[src/rtl/endstop_pkg.sv]
// Shared constants and types for the endstop filter bank.
// Optional feature macro: ENDSTOP_LATCH_EN (sticky hit latch per channel).
package endstop_pkg;

  // Widest bank the filter supports.
  localparam int ENDSTOP_MAX_CH = 32;

  // Default number of consecutive mismatching samples needed to change state.
  localparam int ENDSTOP_DEBOUNCE_DEFAULT = 10000;

  // Full-width channel vector, used wherever a bank-independent width is handy.
  typedef logic [ENDSTOP_MAX_CH-1:0] endstop_vec_t;

  // Counter width able to hold 0..cycles; never narrower than one bit.
  function automatic int endstop_cnt_width(input int cycles);
    if (cycles < 1) begin
      return 1;
    end
    return $clog2(cycles + 1);
  endfunction

endpackage

[src/rtl/endstop_channel.sv]
// One endstop channel: two-flop synchroniser, polarity correction,
// consecutive-sample debounce counter, edge pulses and optional sticky hit flag.
// Optional feature macro: ENDSTOP_LATCH_EN (when undefined hit_latched is 0
// and clr is ignored).
module endstop_channel
  import endstop_pkg::*;
#(
  parameter int   DEBOUNCE_CYCLES = ENDSTOP_DEBOUNCE_DEFAULT,
  parameter logic INV             = 1'b0
) (
  input  logic clk,
  input  logic rst_n,
  input  logic pin,
  input  logic clr,
  output logic out,
  output logic rise,
  output logic fall,
  output logic hit_latched
);

  localparam int            CW       = endstop_cnt_width(DEBOUNCE_CYCLES);
  localparam logic [CW-1:0] CNT_LAST = CW'(DEBOUNCE_CYCLES - 1);

  logic          sync1_reg;
  logic          sync2_reg;
  logic          sample;
  logic [CW-1:0] cnt_reg;
  logic [CW-1:0] cnt_next;
  logic          out_reg;
  logic          out_next;
  logic          rise_reg;
  logic          rise_next;
  logic          fall_reg;
  logic          fall_next;

  // Synchroniser; resets to the inactive pin level so the first sample is 0.
  always_ff @(posedge clk or negedge rst_n) begin
    if (!rst_n) begin
      sync1_reg <= INV;
      sync2_reg <= INV;
    end else begin
      sync1_reg <= pin;
      sync2_reg <= sync1_reg;
    end
  end

  // Active-low pins are flipped here so 1 always means "triggered".
  assign sample = sync2_reg ^ INV;

  // Debounce decision: any agreeing sample restarts the count; the
  // DEBOUNCE_CYCLES-th consecutive disagreeing sample flips the output.
  always_comb begin
    cnt_next  = '0;
    out_next  = out_reg;
    rise_next = 1'b0;
    fall_next = 1'b0;
    if (sample == out_reg) begin
      cnt_next = '0;
    end else if (cnt_reg == CNT_LAST) begin
      cnt_next  = '0;
      out_next  = sample;
      rise_next = sample;
      fall_next = ~sample;
    end else begin
      cnt_next = cnt_reg + CW'(1);
    end
  end

  // Debounce state and edge pulses; pulses share the cycle of the out change.
  always_ff @(posedge clk or negedge rst_n) begin
    if (!rst_n) begin
      cnt_reg  <= '0;
      out_reg  <= 1'b0;
      rise_reg <= 1'b0;
      fall_reg <= 1'b0;
    end else begin
      cnt_reg  <= cnt_next;
      out_reg  <= out_next;
      rise_reg <= rise_next;
      fall_reg <= fall_next;
    end
  end

  assign out  = out_reg;
  assign rise = rise_reg;
  assign fall = fall_reg;

`ifdef ENDSTOP_LATCH_EN
  logic hit_reg;
  logic hit_next;

  // Sticky flag: set by a rise pulse, cleared by clr; set beats clear.
  always_comb begin
    hit_next = rise_reg | (hit_reg & ~clr);
  end

  // Hit flag register; it trails the rise pulse by one cycle.
  always_ff @(posedge clk or negedge rst_n) begin
    if (!rst_n) begin
      hit_reg <= 1'b0;
    end else begin
      hit_reg <= hit_next;
    end
  end

  assign hit_latched = hit_reg;
`else
  // Latch removed: clr is deliberately left without a load.
  logic clr_unused;
  assign clr_unused  = clr;
  assign hit_latched = 1'b0;
`endif

endmodule

[src/rtl/endstop_filter_bank.sv]
// Multi-channel endstop debouncer: N_CH independent endstop_channel instances
// plus a registered OR of all debounced levels.
// Optional feature macro: ENDSTOP_LATCH_EN (sticky hit latch and clr input).
module endstop_filter_bank
  import endstop_pkg::*;
#(
  parameter int              N_CH            = 3,
  parameter int              DEBOUNCE_CYCLES = ENDSTOP_DEBOUNCE_DEFAULT,
  parameter logic [N_CH-1:0] INV_MASK        = '0
) (
  input  logic            clk,
  input  logic            rst_n,
  input  logic [N_CH-1:0] in,
  output logic [N_CH-1:0] out,
  output logic [N_CH-1:0] rise,
  output logic [N_CH-1:0] fall,
  output logic [N_CH-1:0] hit_latched,
  input  logic [N_CH-1:0] clr,
  output logic            any_out
);

  endstop_vec_t out_wide;
  logic         any_reg;

  generate
    for (genvar gi = 0; gi < N_CH; gi++) begin : g_ch
      endstop_channel #(
        .DEBOUNCE_CYCLES(DEBOUNCE_CYCLES),
        .INV            (INV_MASK[gi])
      ) u_ch (
        .clk        (clk),
        .rst_n      (rst_n),
        .pin        (in[gi]),
        .clr        (clr[gi]),
        .out        (out[gi]),
        .rise       (rise[gi]),
        .fall       (fall[gi]),
        .hit_latched(hit_latched[gi])
      );
    end
  endgenerate

  // Zero-extend the bank to full width so the OR is independent of N_CH.
  always_comb begin
    out_wide           = '0;
    out_wide[N_CH-1:0] = out;
  end

  // Registered "any endstop triggered"; one cycle behind out.
  always_ff @(posedge clk or negedge rst_n) begin
    if (!rst_n) begin
      any_reg <= 1'b0;
    end else begin
      any_reg <= |out_wide;
    end
  end

  assign any_out = any_reg;

endmodule

[config.mk]
export PLATFORM = sky130hd
export DESIGN_NAME = endstop_filter_bank
export DESIGN_NICKNAME = d
export VERILOG_FILES = /design/src/rtl/endstop_pkg.sv /design/src/rtl/endstop_channel.sv /design/src/rtl/endstop_filter_bank.sv
export SDC_FILE = /design/constraint.sdc
export NUM_CORES = 1
export LEC_CHECK = 0
export ABC_AREA = 1
export ABC_CLOCK_PERIOD_IN_PS = 1270
export CORE_ASPECT_RATIO = 1.1
export CORE_MARGIN = 3
export CORE_UTILIZATION = 45
export DETAILED_ROUTE_END_ITERATION = 10
export HOLD_SLACK_MARGIN = 0.08
export PLACE_DENSITY_LB_ADDON = 0.15
export SETUP_SLACK_MARGIN = 0.4
export SYNTH_ARGS = -nofsm -noshare
export SYNTH_HDL_FRONTEND = slang
export SYNTH_SLANG_ARGS = --single-unit
[constraint.sdc]
create_clock -name clk -period 1.27 [get_ports clk]
set_clock_uncertainty 0.1 [all_clocks]
set_input_delay 0.1905 -clock clk [delete_from_list [all_inputs] [get_ports clk]]
set_output_delay 0.1905 -clock clk [all_outputs]
set_load 0.03 [all_outputs]
# Yosys cells after proc, flatten, opt, wreduce, memory -nomap -nowiden

Cells that the tools add are included.

$add $sub $neg: 3
Equality and inequality tests: 6
Mux-type cells: 18
Bitwise gates (word level): 6
Reductions and logical operators: 4

Operators with widths:

| operator                | number |
|---|---|
| $mux W14                | 6 |
| $add A14 B1 Y14 const B | 3 |
| $eq A14 B14 Y1 const B  | 3 |
| $mux W1                 | 12 |
| $not A1 Y1              | 6 |
| $reduce_and A2 Y1       | 3 |
| $eq A1 B1 Y1            | 3 |
| $reduce_or A3 Y1        | 1 |

Flip-flop bits (word level): 58
Bits of input ports: 8
Logic and storage cells: 56

# Depth between registers and ports, before layout

Gate-level depths: netlist of run 1.

Word-level depth: 3
Depth in mapped cells: 8
Mapped depth without buffers: 8

# Hierarchy

A second synthesis of run 1 with hierarchy kept.

Cell total of the unflattened synthesis: 355
Area, all modules: 3178.0 µm²

By module, submodules not included:

| module              | times used | cells an instance | area an instance (µm²) | sequential area each (µm²) |
|---|---|---|---|---|
| endstop_channel     | 3          | 117               | 1047.3                 | 475.5 |
| endstop_filter_bank | 1          | 4                 | 36.3                   | 25.0 |

# Worst setup path after synthesis of run 1

Ideal clock, no wire load.

Path kind: flip-flop to flip-flop
Start point: register g_ch[0].u_ch.cnt_reg[0]
End point: register g_ch[0].u_ch.cnt_reg[8]
Setup time: 118 ps
Data arrival time: 1107 ps
Data required time: 1052 ps
Slack: -55 ps
Stages on the path, launching flop included: 7
Buffers on the path: 0
Clock period less this slack: 1325 ps
Cells stage by stage: dfrtp_1 > ha_1 > nand3_1 > nor2_1 > nand2_2 > nand2_2 > nor2_1

Word-level cells in the longest chain between the ends: 3
Elaborated cells between the ends (all ways): 4
Those cells by class: add/sub: 1; eq/ne: 1; mux: 2

Ends and longest elaborated chain:

| item                                              | RTL line                                     | text |
|---|---|---|
| from (decl)                                       | endstop_channel.sv:27                        | `logic [CW-1:0] cnt_reg;` |
| from (signal assigned)                            | endstop_channel.sv:77                        | `cnt_reg <= cnt_next;` |
| $add A14 B1 Y14 or $eq A14 B14 Y1 (tied branches) | endstop_channel.sv:65, endstop_channel.sv:59 |  |
| $mux W14 (*)                                      | endstop_channel.sv:59                        | `end else if (cnt_reg == CNT_LAST) begin` |
| $mux W14 (*)                                      | endstop_channel.sv:57                        | `if (sample == out_reg) begin` |
| net g_ch[0].u_ch.cnt_next[8]                      | endstop_channel.sv:28                        | `logic [CW-1:0] cnt_next;` |

The timed path passes the listed nets; every way through them passes the cells marked *.
A chain may end at the register's enable or synchronous reset.

# Worst setup path after layout of run 1

Start point: register g_ch[1].u_ch.out_reg
End point: register g_ch[1].u_ch.cnt_reg[2]

Word-level cells in the longest chain between the ends: 2

Ends and longest elaborated chain:

| item                         | RTL line              | text |
|---|---|---|
| from (decl)                  | endstop_channel.sv:29 | `logic out_reg;` |
| from (signal assigned)       | endstop_channel.sv:78 | `out_reg <= out_next;` |
| $eq A1 B1 Y1                 | endstop_channel.sv:57 |  |
| $mux W14                     | endstop_channel.sv:57 |  |
| net g_ch[1].u_ch.cnt_next[2] | endstop_channel.sv:28 |  |
| to (signal assigned)         | endstop_channel.sv:77 |  |
| to (decl)                    | endstop_channel.sv:27 |  |

The timed path passes the listed nets, and every way through them passes these cells.

==> metrics.md, run 1 <==
| Metric | Value |
|---|---|
| GP Congestion | 0.881 |
| Critical Path Max Stage Delay | 0.41 ns |
| Core area | 0.00631 sq mm |
| Hold path cells | 1 |
| Finish-stage setup viols | 36 |
| Max FO, Critical Path | 6 |
| Max reg flops | 42 |
| Mapped Avg Cell Area | 8.10 sq um |
| Congestion Overflow GR | 0 |
| Non-Filler Instances | 530 |
| Fin crit period | 1.32 ns |
| Tot GR Track Use | 0.185 |
| Placed cell count | 491 |
| Via count | 2619 |
| Netlist Area Pre-Place | 0.00300 sq mm |
| Synth Warn # | 0 |
| DP Area | 0.00347 sq mm |
| Die W | 83.8 microns |
| Leak | 2.06 nW |
| Initial antenna violation count | 0 |
| Most frequent cells in the layout | nor2_1, nand2_1, dfrtp_1 |
| Fin nets | 459 |
| CP arrival | 1.43 ns |
| Vias in the first global route | 2561 |
| Die area | 0.00768 sq mm |
| Commonest non-fill, non-tap cell in the layout | nor2_1 |
| CP top delay family | flip-flops |
| Number of top-level pins | 21 |
| Clock buffer depth | 2 |
| Outcome | complete, but fails checks |
| DR DRC count | 0 |
| ANT nets after route | 0 |
| Number of enable flip-flop cells after synthesis | 0 |
| Clock sink total | 58 |
| First-pass GRT wire length | 11.5 mm |
| 1st-iter DRT viols | 80 |
| Vert. Die Dim | 91.6 microns |
| Cells after Synth | 370 |
| PnR worst setup slack | -0.0530 ns |
| Clock root buffer | clkbuf_8 |
| Drt wl/cell | 12.9 microns |
| Distinct cells, synth | 22 |
| Total CTS buffers | 9 |
| Slowest CP cell | dfrtp_1 |
| Fin crit share | 1.04 |
| RSZ-0062 raised after global routing | true |
| Row Count | 30 |
| Clk slew on worst S/H paths | 0.07 ns |
| H-tree depth | 3 |
| Fin. max-slew vios | 0 |
| Final instance area | 0.00440 sq mm |
| Worst-skew pair later-pin latency | 0.33 ns |
| Via density | 4.94 |
| Worst EP required | 1.38 ns |
| Worst-case reg-to-reg path depth | 6 |
| Share of post-route cells with drive strength above 1 | 0.447 |
| Area added between synthesis and finish | 46.7% |
| Ys flop type | dfrtp_1 |
| CP bufs+invs | 3 |
| Async set or reset register ratio after synthesis | 1.00 |
| Post-DP HPWL | 4.30 mm |
| Max-cap viol count | 0 |
| CP Depth | 6 |
| Number of fill cells in the layout | 477 |
| Initial core utilization | 0.475 |
| ANT cells | 0 |
| Final hold violations | 0 |
| Violated checks | setup timing |
| CP Launch Type | flop |
| Port Buf Inserts | 14 |
| VDD IR max | 0.000677 V |
| Largest net degree at the start of global routing | 59 |
| #FFs+latches synth | 58 |
| CP cell instances | buf_6 > nand2_4 > inv_2 > or2_4 > inv_8 > nor2_4 |
| Power density cells | 899 mW/mm^2 |
| Post-synthesis sequential area ratio | 0.484 |
| F_max | 756 MHz |
| Worst min path class | in -> reg |
| CTS tree | built |
| Crit end category | flop |
| Drt pass-1 iters | 4 |
| Critical path class | reg -> reg |
| Final Routed Wirelength | 6.85 mm |
[cell usage after synthesis (2+ instances only)]
master | instances | share of area
nor2_1 | 89 | 0.11
nand2_1 | 60 | 0.075
dfrtp_1 | 58 | 0.48
inv_1 | 47 | 0.059
nand3_1 | 22 | 0.037
buf_4 | 12 | 0.030
nand4_1 | 12 | 0.025
xnor2_1 | 10 | 0.029
nand2_2 | 9 | 0.019
xor2_1 | 9 | 0.026
a21oi_1 | 8 | 0.013
nor3_1 | 7 | 0.012
ha_1 | 6 | 0.025
nand3_2 | 5 | 0.017
nor2_2 | 5 | 0.010
a31oi_1 | 3 | 0.0063
nor2_4 | 2 | 0.0075
or2_2 | 2 | 0.0042
[metal layers]
metal  vias to the layer above  part of all wire  wire (microns)  track usage
met5                         -                 0               0            0
met4                         0             0.024             165       0.0791
met3                        19             0.030             205       0.0327
met2                        44              0.51            3510        0.304
met1                      1258              0.43            2960        0.240
li1                       1298                 -               -            -
[worst paths after layout]
path | to | startpoint | slack (ns)
max | g_ch[1].u_ch.cnt_reg[2] | g_ch[1].u_ch.out | -0.05
min | g_ch[2].u_ch.sync1_reg | in[2] | 0.20
max reg2reg | g_ch[1].u_ch.cnt_reg[2] | g_ch[1].u_ch.out | -0.05
min reg2reg | g_ch[1].u_ch.sample | g_ch[1].u_ch.sync1_reg | 0.25
max in group asynchronous | g_ch[2].u_ch.cnt_reg[4] | rst_n | 0.50
min in group asynchronous | g_ch[1].u_ch.sample | rst_n | 0.28
[report_power, final]
group / switching [mW] / internal [mW]
clock: 0.772 / 0.958
combinational: 0.175 / 0.128
sequential: 0.0390 / 1.88
total: 0.985 / 2.97
[cell type report]
cell class                 count  area, sq um  area share
clock inverter                 6         66.3      0.0151
inverter                      47          199      0.0452
timing repair buffer          74          658       0.150
clock buffer                  10          138      0.0313
sequential                    58         1460       0.333
multi-input combinational    255         1770       0.403
tap                           80          100      0.0228
[repair_timing]
action                                 in CTS  in global routing
resized for setup                          94                 53
pin swaps                                  32                 17
buffers inserted                            9                 13
hold buffers                                1                  0
endpoints found under the hold margin      58                  0
setup endpoints to repair                  62                 62
[cells by family (layout without fill, tap and decap cells)]
| family | count (synthesis) | after routing | synth area share |
|---|---|---|---|
| xor gates and xnor gates | 19 | 19 | 0.0555 |
| adders and majority gates | 6 | 6 | 0.0250 |
| other | 1 | 3 | 0.00125 |
| DFF | 58 | 58 | 0.484 |
| and+or+nand+nor | 216 | 216 | 0.326 |
| buffers and inverters | 59 | 137 | 0.0889 |
| AOI/OAI and AO/OA | 11 | 11 | 0.0196 |
[stage by stage]
step / hold WS [ns] / power, mW / util / TNS (ns) / setup WS [ns]
floorplan: -0.205 / 2.05 / - / -0.501 / -0.0365
global placement: 0.121 / 2.16 / 0.550 / -1.08 / -0.0759
detailed placement: 0.120 / 2.16 / 0.550 / -1.66 / -0.0976
CTS: 0.187 / 3.98 / 0.655 / -0.658 / -0.0501
global route: 0.185 / 4.13 / 0.697 / -3.56 / -0.120
finish: 0.197 / 3.95 / 0.697 / -1.11 / -0.0530
[worst register-to-register path, cell delays in order (launching register included)]
cell     delay [ns]
dfrtp_1        0.41
buf_6          0.14
nand2_4        0.07
inv_2          0.03
or2_4          0.30
inv_8          0.11
nor2_4         0.04
Note: power is estimated with default switching activity, not from simulation.
==> run 2: changes to the inputs <==
CORE_UTILIZATION = 42   (was 45)
==> metrics.md, run 2 (synthesis results as in run 1) <==
| Metric | Value |
|---|---|
| Outcome | complete, but fails checks (unchanged) |
| Violated checks | hold timing, setup timing (was setup timing) |
| Initial antenna violation count | 0 (unchanged) |
| ANT nets after route | 0 (unchanged) |
| Fin nets | 460 (was 459) |
| Reg2reg start | g_ch[0].u_ch.cnt_reg[0] (was g_ch[1].u_ch.out) |
| CP Launch Type | flop (unchanged) |
| Initial core utilization | 0.444 (was 0.475) |
| Fin crit share | 1.03 (was 1.04) |
| Worst-skew pair later-pin latency | 0.34 ns (was 0.33 ns) |
| Die W | 86.6 microns (was 83.8 microns) |
| 1st-iter DRT viols | 77 (was 80) |
| Vias in the first global route | 2574 (was 2561) |
| Critical Path Max Stage Delay | 0.42 ns (was 0.41 ns) |
| Most used cell, CP | nand2_4 |
| Max reg flops | 42 (unchanged) |
| Worst EP required | 1.40 ns (was 1.38 ns) |
| Number of fill cells in the layout | 515 (was 477) |
| CP bufs+invs | 0 (was 3) |
| Critical path class | reg -> reg (unchanged) |
| CP startpoint | g_ch[0].u_ch.cnt_reg[0] (was g_ch[1].u_ch.out) |
| CP arrival | 1.44 ns (was 1.43 ns) |
| Post-DP HPWL | 4.39 mm (was 4.30 mm) |
| ANT cells | 0 (unchanged) |
| Clock sink total | 58 (unchanged) |
| Clock buffer depth | 2 (unchanged) |
| Final hold slack | -0.368 ns (was 0.197 ns) |
| DR DRC count | 0 (unchanged) |
| Tot GR Track Use | 0.181 (was 0.185) |
| Fin crit period | 1.31 ns (was 1.32 ns) |
| Number of top-level pins | 21 (unchanged) |
| Final hold violations | 58 (was 0) |
| First-pass GRT wire length | 11.6 mm (was 11.5 mm) |
| Max FO, Critical Path | 8 (was 6) |
| Leak | 2.14 nW (was 2.06 nW) |
| Core area | 0.00675 sq mm (was 0.00631 sq mm) |
| Via count | 2586 (was 2619) |
| Clock root buffer | clkbuf_8 (unchanged) |
| Share of post-route cells with drive strength above 1 | 0.514 (was 0.447) |
| Most frequent cells in the layout | nor2_1, nand2_1, dfrtp_1 (unchanged) |
| F_max | 763 MHz (was 756 MHz) |
| Vert. Die Dim | 94.6 microns (was 91.6 microns) |
| PnR worst setup slack | -0.0406 ns (was -0.0530 ns) |
| GP Congestion | 0.822 (was 0.881) |
| Crit end category | flop (unchanged) |
| Fin util | 0.676 (was 0.697) |
| Final Power | 3.97 mW (was 3.95 mW) |
| Final Routed Wirelength | 6.96 mm (was 6.85 mm) |
| CP cell instances | ha_4 > nand3_4 > nor2_4 > nand2_4 > nand2_4 > nor2_1 (was buf_6 > nand2_4 > inv_2 > or2_4 > inv_8 > nor2_4) |
| Max-cap viol count | 0 (unchanged) |
| Row Count | 31 (was 30) |
| Drt pass-1 iters | 4 (unchanged) |
| DP Worst Slack | -0.0955 ns (was -0.0976 ns) |
| H-tree depth | 3 (unchanged) |
| Via density | 4.85 (was 4.94) |
| Power density cells | 871 mW/mm^2 (was 899 mW/mm^2) |
| CTS tree | built (unchanged) |
| Non-Filler Instances | 533 (was 530) |
| CP top delay family | simple AND/OR/NAND/NOR gates (was flip-flops) |
| Area added between synthesis and finish | 52.2% (was 46.7%) |
| Port Buf Inserts | 14 (unchanged) |
| Largest net degree at the start of global routing | 34 (was 59) |
| Fin. max-slew vios | 0 (unchanged) |
| Drt wl/cell | 13.1 microns (was 12.9 microns) |
| Congestion Overflow GR | 0 (unchanged) |
| Worst min path class | in -> async (was in -> reg) |
| VDD IR max | 0.000657 V (was 0.000677 V) |
| Placed cell count | 491 (unchanged) |
| Finish-stage setup viols | 35 (was 36) |
| Commonest non-fill, non-tap cell in the layout | nor2_1 (unchanged) |
| RSZ-0062 raised after global routing | true (unchanged) |
| Slowest CP cell | dfrtp_1 (unchanged) |
| Die area | 0.00819 sq mm (was 0.00768 sq mm) |
| Clk slew on worst S/H paths | 0.07 ns (about the same) |
| Total CTS buffers | 9 (unchanged) |
==> run 2: per-layer routing <==
metal	part of all wire	routed length, microns	up-vias	GRT usage
li1	-	-	1293	-
met1	0.46	3170	1254	0.238
met2	0.50	3470	27	0.284
met3	0.030	210	12	0.0497
met4	0.016	108	0	0.0649
met5	0	0	-	0
==> run 2: stage by stage <==
step / cell area (sq um) / setup TNS (ns)
floorplan: 3060 / -0.501
global placement: 3460 / -1.05
detailed placement: 3460 / -1.69
CTS: 4150 / -0.405
global route: 4560 / -3.53
finish: 4560 / -0.777
==> run 2: what timing repair did <==
item,CTS,global route
gates cloned,0,0
endpoints found under the hold margin,58,58
setup buffers,14,12
pin swaps,22,38
gates resized for setup,105,87
endpoints found under the setup margin,62,62
==> run 2: worst paths after layout <==
check	to	slack, ns	cells after the start
max reg2reg	g_ch[0].u_ch.cnt_reg[4]	-0.04	6
max in group asynchronous	g_ch[1].u_ch.cnt_reg[10]	0.94	2
min in group clk	g_ch[2].u_ch.sync1_reg	0.18	1
min	g_ch[0].u_ch.cnt_reg[1]	-0.37	1
min reg2reg	g_ch[0].u_ch.sample	0.26	0
max	g_ch[0].u_ch.cnt_reg[4]	-0.04	6
==> run 2: final cells by class <==
cell class / count / area [sq um] / area share
Multi-Input combinational cell: 255 / 1900 / 0.416
Tap cell: 82 / 103 / 0.0225
Sequential cell: 58 / 1470 / 0.321
Clock buffer: 14 / 163 / 0.0357
Clock inverter: 2 / 35.0 / 0.00768
Inverter: 47 / 199 / 0.0436
Timing Repair Buffer: 75 / 697 / 0.153
==> run 2: power breakdown <==
group          leakage, nW  internal, mW  switching (mW)  total (mW)
clock network        0.101          1.01           0.728        1.74
registers            0.769          1.88          0.0425        1.92
logic                 1.27         0.130           0.179       0.309
==> run 3: changes to the inputs <==
CAP_MARGIN = 10   (was default)
==> results of run 3 <==
Same layout as run 2: the final DEF is identical, and so are final timing and power.
